<file path="config.mk">
export PLATFORM = sky130hd
export DESIGN_NAME = interrupt_exception_sequencer
export DESIGN_NICKNAME = d
export VERILOG_FILES = /design/src/rtl/interrupt_exception_sequencer.sv
export SDC_FILE = /design/constraint.sdc
export NUM_CORES = 1
export LEC_CHECK = 0
export ABC_AREA = 1
export BUFFER_PORTS_ARGS = -buffer_cell sky130_fd_sc_hd__buf_2
export CORE_UTILIZATION = 50
export DETAILED_ROUTE_END_ITERATION = 7
export GPL_ROUTABILITY_DRIVEN = 1
export GPL_TIMING_DRIVEN = 0
export PLACE_DENSITY_LB_ADDON = 0.08
export SLEW_MARGIN = 10
export SYNTH_ARGS = -nofsm -noshare
export SYNTH_HDL_FRONTEND = slang
export SYNTH_SLANG_ARGS = --single-unit
</file>
<file path="constraint.sdc">
create_clock -name clk -period 4 [get_ports clk]
set_input_delay 0.8 -clock clk [delete_from_list [all_inputs] [get_ports clk]]
set_output_delay 0.8 -clock clk [all_outputs]
set_load 0.02 [all_outputs]
</file>
<file path="src/rtl/interrupt_exception_sequencer.sv">
// CPU-side exception entry: waits for an instruction boundary, stacks PC/CCR (and EXR in
// mode 2), fetches the vector, then pulses the PC/SP/mask loads and the interrupt acknowledge.
//
//   state     | meaning
//   ----------+-----------------------------------------------------------
//   IDLE      | waiting for interrupt_request together with insn_boundary
//   PUSH_PC   | longword write {ccr, pc} at sp-4
//   PUSH_EXR  | longword write {24'h0, exr} at sp-8 (mode 2 only)
//   FETCH     | vector-table read at vector*4
//   DONE      | one-cycle load/acknowledge pulses, then back to IDLE
module interrupt_exception_sequencer #(
  parameter int ADDR_W = 24,
  parameter int DATA_W = 32
) (
  input  logic              clk,
  input  logic              rst,
  input  logic              interrupt_request,
  input  logic [7:0]        vector_number,
  input  logic [2:0]        req_level,
  input  logic              INTM0,
  input  logic              INTM1,
  input  logic              insn_boundary,
  input  logic [ADDR_W-1:0] cpu_pc,
  input  logic [7:0]        cpu_ccr,
  input  logic [7:0]        cpu_exr,
  input  logic [31:0]       cpu_sp,
  output logic              bus_req,
  output logic              bus_we,
  output logic [ADDR_W-1:0] bus_addr,
  output logic [DATA_W-1:0] bus_wdata,
  input  logic              bus_ack,
  input  logic [DATA_W-1:0] bus_rdata,
  output logic              busy,
  output logic              pc_load,
  output logic [ADDR_W-1:0] new_pc,
  output logic              sp_load,
  output logic [31:0]       new_sp,
  output logic              ccr_i_set,
  output logic              exr_load,
  output logic [7:0]        new_exr,
  output logic              int_ack,
  output logic [7:0]        ack_vector
);

  localparam logic [7:0] NMI_VECTOR = 8'h07;

  typedef enum logic [2:0] {
    S_IDLE,
    S_PUSH_PC,
    S_PUSH_EXR,
    S_FETCH,
    S_DONE
  } state_t;

  state_t state_q, state_d;

  logic [7:0]        vector_q, vector_d;
  logic [2:0]        level_q, level_d;
  logic [ADDR_W-1:0] pc_q, pc_d;
  logic [7:0]        ccr_q, ccr_d;
  logic [7:0]        exr_q, exr_d;
  logic [31:0]       sp_q, sp_d;
  logic              mode2_q, mode2_d;

  logic [ADDR_W-1:0] new_pc_q, new_pc_d;
  logic [31:0]       new_sp_q, new_sp_d;
  logic [7:0]        new_exr_q, new_exr_d;
  logic [7:0]        ack_vector_q, ack_vector_d;

  logic [31:0] sp_m4;
  logic [31:0] sp_m8;
  logic        unused_rdata_hi;

  // Stack arithmetic wraps modulo 2^32; the bus only sees the low ADDR_W bits.
  assign sp_m4 = sp_q - 32'd4;
  assign sp_m8 = sp_q - 32'd8;

  // Only the low ADDR_W bits of a vector-table entry form the PC.
  assign unused_rdata_hi = ^bus_rdata[DATA_W-1:ADDR_W];

  always_comb begin
    state_d      = state_q;
    vector_d     = vector_q;
    level_d      = level_q;
    pc_d         = pc_q;
    ccr_d        = ccr_q;
    exr_d        = exr_q;
    sp_d         = sp_q;
    mode2_d      = mode2_q;
    new_pc_d     = new_pc_q;
    new_sp_d     = new_sp_q;
    new_exr_d    = new_exr_q;
    ack_vector_d = ack_vector_q;

    bus_req   = 1'b0;
    bus_we    = 1'b0;
    bus_addr  = '0;
    bus_wdata = '0;
    pc_load   = 1'b0;
    sp_load   = 1'b0;
    ccr_i_set = 1'b0;
    exr_load  = 1'b0;
    int_ack   = 1'b0;

    case (state_q)
      S_IDLE: begin
        if (interrupt_request && insn_boundary) begin
          vector_d = vector_number;
          level_d  = (vector_number == NMI_VECTOR) ? 3'd7 : req_level;
          pc_d     = cpu_pc;
          ccr_d    = cpu_ccr;
          exr_d    = cpu_exr;
          sp_d     = cpu_sp;
          mode2_d  = INTM1 & ~INTM0;
          state_d  = S_PUSH_PC;
        end
      end

      S_PUSH_PC: begin
        bus_req   = 1'b1;
        bus_we    = 1'b1;
        bus_addr  = sp_m4[ADDR_W-1:0];
        bus_wdata = DATA_W'({ccr_q, pc_q});
        if (bus_ack) begin
          state_d = mode2_q ? S_PUSH_EXR : S_FETCH;
        end
      end

      S_PUSH_EXR: begin
        bus_req   = 1'b1;
        bus_we    = 1'b1;
        bus_addr  = sp_m8[ADDR_W-1:0];
        bus_wdata = DATA_W'(exr_q);
        if (bus_ack) begin
          state_d = S_FETCH;
        end
      end

      S_FETCH: begin
        bus_req  = 1'b1;
        bus_we   = 1'b0;
        bus_addr = ADDR_W'({vector_q, 2'b00});
        // All results are registered here so they are already stable during DONE.
        if (bus_ack) begin
          new_pc_d     = bus_rdata[ADDR_W-1:0];
          new_sp_d     = mode2_q ? sp_m8 : sp_m4;
          new_exr_d    = {1'b0, exr_q[6:3], level_q};
          ack_vector_d = vector_q;
          state_d      = S_DONE;
        end
      end

      S_DONE: begin
        pc_load   = 1'b1;
        sp_load   = 1'b1;
        ccr_i_set = 1'b1;
        exr_load  = mode2_q;
        int_ack   = 1'b1;
        state_d   = S_IDLE;
      end

      default: begin
        state_d = S_IDLE;
      end
    endcase
  end

  always_ff @(posedge clk) begin
    if (rst) begin
      state_q      <= S_IDLE;
      vector_q     <= '0;
      level_q      <= '0;
      pc_q         <= '0;
      ccr_q        <= '0;
      exr_q        <= '0;
      sp_q         <= '0;
      mode2_q      <= 1'b0;
      new_pc_q     <= '0;
      new_sp_q     <= '0;
      new_exr_q    <= '0;
      ack_vector_q <= '0;
    end else begin
      state_q      <= state_d;
      vector_q     <= vector_d;
      level_q      <= level_d;
      pc_q         <= pc_d;
      ccr_q        <= ccr_d;
      exr_q        <= exr_d;
      sp_q         <= sp_d;
      mode2_q      <= mode2_d;
      new_pc_q     <= new_pc_d;
      new_sp_q     <= new_sp_d;
      new_exr_q    <= new_exr_d;
      ack_vector_q <= ack_vector_d;
    end
  end

  assign busy       = (state_q != S_IDLE);
  assign new_pc     = new_pc_q;
  assign new_sp     = new_sp_q;
  assign new_exr    = new_exr_q;
  assign ack_vector = ack_vector_q;

endmodule

</file>
==> results.json <==
{
  "status": "completed",
  "pwr-share-clk_pct": 25.9,
  "max-clock-path-buffers": 2,
  "whs_endpoint": "ccr_q[7]",
  "cp_common_cell": "nand2_1",
  "synth_top_area_share_pct": 42.48,
  "switching_power_uw": 2705,
  "setup_violations": 0,
  "synth_edf_count": 0,
  "drtIter0Drc": 621,
  "synthDistinctLibCells": 35,
  "crit_chain": "inv_2 > ha_1 > nand2_1 > nor2_2 > nand2_1 > xor2_1 > inv_1 > o21ai_0 > buf_2",
  "postSynthAreaPerCell_um2": 6.946,
  "reg2reg_depth": 10,
  "layout.nets": 1462,
  "crit_slowest_cell": "nor2_2",
  "post_drt_wl_per_cell_um": 16.29,
  "post_cts_buffers": 0,
  "cts_tree": "built",
  "route.vias.total": 8112,
  "tightest_slew_ns": 0.7168,
  "cp.required_ns": 3.20,
  "cts_sinks": 158,
  "die_y_um": 124.0,
  "p_total_uw": 6267,
  "root_buffer": "clkbuf_16",
  "p_per_area_mw_per_mm2": 660.0,
  "ys_ff_latch": 158,
  "critPathLaunchType": "register",
  "portBuffers": 247,
  "post-synth-top-count-cell": "nand2_1",
  "ant_nets": 0,
  "final.setup.tns_ns": 0,
  "synth_commonest_cells": "nand2_1, dfxtp_1, nor2_1, o21ai_0, inv_1",
  "ios": 258,
  "die_area_mm2": 0.01538,
  "overflow": 0,
  "drv_slew": 0,
  "synth_cells": 1072,
  "switching_share_pct": 43.16,
  "finalCriticalPeriod_ns": 3.413,
  "num_rows": 44,
  "synth_largest_area_cell": "dfxtp_1",
  "yosys_warnings": 0,
  "rsz0062_at_grt": "no",
  "hold_viol_final": 0,
  "seq_area_frac_synth_pct": 42.48,
  "grt_pass1_wl_um": 37530,
  "wirelength_um": 24990,
  "initial_core_util_pct": 51.23,
  "diodes": 0,
  "firstDrtPassIters": 5,
  "synth_area_mm2": 0.007446,
  "max_clock_freq_ghz": 0.2930,
  "holdPathStages": 2,
  "crit_path_end_kind": "primary output",
  "max_stage_delay_ns": 0.42,
  "cts-htree-levels": 4,
  "synthFlopType": "dfxtp_1",
  "r2r-end": "new_sp[14]",
  "grt_use_total_pct": 32.53,
  "path_max_fanout": 8,
  "grt_pass1_vias": 7273,
  "gp_congestion": 0.9684,
  "clk_latency_ns": 0.43,
  "r2r_start": "sp_q[2]",
  "max_cap_violations": 0,
  "syn2layout_area_growth_pct": 27.52,
  "r2r_slack_ns": 1.81,
  "p_int_uw": 3562,
  "dp_hpwl_um": 18740,
  "cp.arrival_ns": 2.61,
  "skew_ns": 0.008568,
  "layout-drive-gt1-share_pct": 23.85,
  "synth_nets": 1196,
  "drc": 0,
  "holdCritStartpoint": "ccr_q[7]",
  "min_period_over_period_pct": 85.33,
  "via_per_inst": 5.288,
  "max_slew_margin_pct": 52.22,
  "p_leak_uw": 0.004644,
  "pwr-share-seq_pct": 31.2,
  "cts_buffers": 17,
  "pwr-share-comb_pct": 42.9,
  "coreArea_mm2": 0.01453,
  "worstHoldPathType": "register to register",
  "die_w_um": 124.0,
  "synthTopCellsByArea": "dfxtp_1, o21ai_0, nand2_1",
  "clkTransAtPathRegs_ns": 0.06,
  "worstSetupPathType": "register to primary output",
  "cts_resized": 0,
  "ys_async_sr_fraction_pct": 0,
  "grt_max_degree": 17,
  "holdBufCountCts": 0,
  "antenna_found_initial": 0,
  "ir_worst_vdd_mv": 0.4033
}
state kept, by name, summed over array words and instances (netlist names), 7 cells and up:
register and flops:
pc_q 24, sp_q 32, new_sp 32, vector_q 8, new_exr 7, ack_vector 8
new_pc 24, ccr_q 8, exr_q 8
area by class of cell:
cell class | instances | area [µm²]
fill | 1412 | 5039
multi-input combinational | 718 | 3502
sequential | 158 | 3163
timing repair buffer | 247 | 1236
inverter | 128 | 480.5
clock buffer | 21 | 470.5
buffer | 68 | 300.3
tap | 184 | 230.2
clock inverter | 10 | 112.6
worst max path at each step:
stage | from | to | slack (ns)
final | sp_q[2] | bus_addr[14] | 0.59
after global routing | sp_q[3] | bus_addr[15] | 0.45
after CTS | sp_q[2] | bus_addr[14] | 0.61
after detailed placement | sp_q[2] | bus_addr[14] | 1.07
after global placement | sp_q[2] | bus_addr[14] | 1.09
after floorplan | sp_q[3] | bus_addr[15] | 1.38
cells by family after synthesis:
group | Yosys count | synth area share, %
AOI/OAI and AO/OA | 296 | 21.37
buffers and inverters | 196 | 10.49
xor gates and xnor gates | 27 | 3.176
and+or+nand+nor | 392 | 22.10
other | 1 | 0.05036
DFF | 158 | 42.48
adders and majority gates | 2 | 0.3360
metal layers:
layer / vias up / wire length [µm] / global-route usage (%)
met5: - / 0 / 0
met4: 0 / 471 / 11.61
met3: 39 / 2298 / 9.112
met2: 361 / 11480 / 51.94
met1: 3709 / 10730 / 41.85
li1: 4003 / - / -
power groups by stage:
stage          combinational (µW)  clock (µW)  sequential (µW)
6_report                     2690        1620             1960
5_1_grt                      2950        1700             1980
4_1_cts                      2650        1630             1950
3_5_place_dp                 2630           0             1980
3_3_place_gp                 2610           0             1980
2_1_floorplan                1730           0             2040
placed cells by master, fill, tap and decap left out, types with 2 or more instances in the layout:
cell        count
clkbuf_8        3
nor2_2          8
a21oi_1       115
nand2_2         2
o21ai_0       135
clkbuf_16      17
o21ai_1         2
buf_4           6
clkinv_2        4
nor2_1        139
dfxtp_1       158
inv_2           6
ha_1            2
o22ai_1         8
buf_1           5
inv_1         121
o211ai_1        6
bufinv_16       2
o221ai_1        5
xor2_1         27
a22o_1          4
nand3_1        42
clkbuf_1       40
o21a_1         14
a211oi_1        4
nand2_1       174
nor3_1          7
nand4_1        14
clkinvlp_4      2
nor2_4          2
buf_2         265
stage by stage:
| stage | area (µm²) | util, % | setup WS (ns) | instances | hold slack (ns) |
|---|---|---|---|---|---|
| after global placement | 8912 | 61.32 | 1.086 | 1503 | 0.4396 |
| after detailed placement | 8912 | 61.32 | 1.075 | 1503 | 0.4440 |
| after floorplan | 7446 | - | 1.382 | 1072 | 0.4297 |
| after CTS | 9495 | 65.33 | 0.6106 | 1534 | 0.4533 |
| final | 9495 | 65.33 | 0.5869 | 1534 | 0.4511 |
| after global routing | 9495 | 65.33 | 0.4477 | 1534 | 0.4723 |
critical path: cells and delay by family, from the launching register on:
family          cells  cell delay (ns)
buf+inv             3             0.45
compound gates      1             0.21
fa+ha+maj           1             0.27
simple gates        3             0.72
flops               1             0.38
xor+xnor            1             0.16
Note: power is estimated with default switching activity, not from simulation.
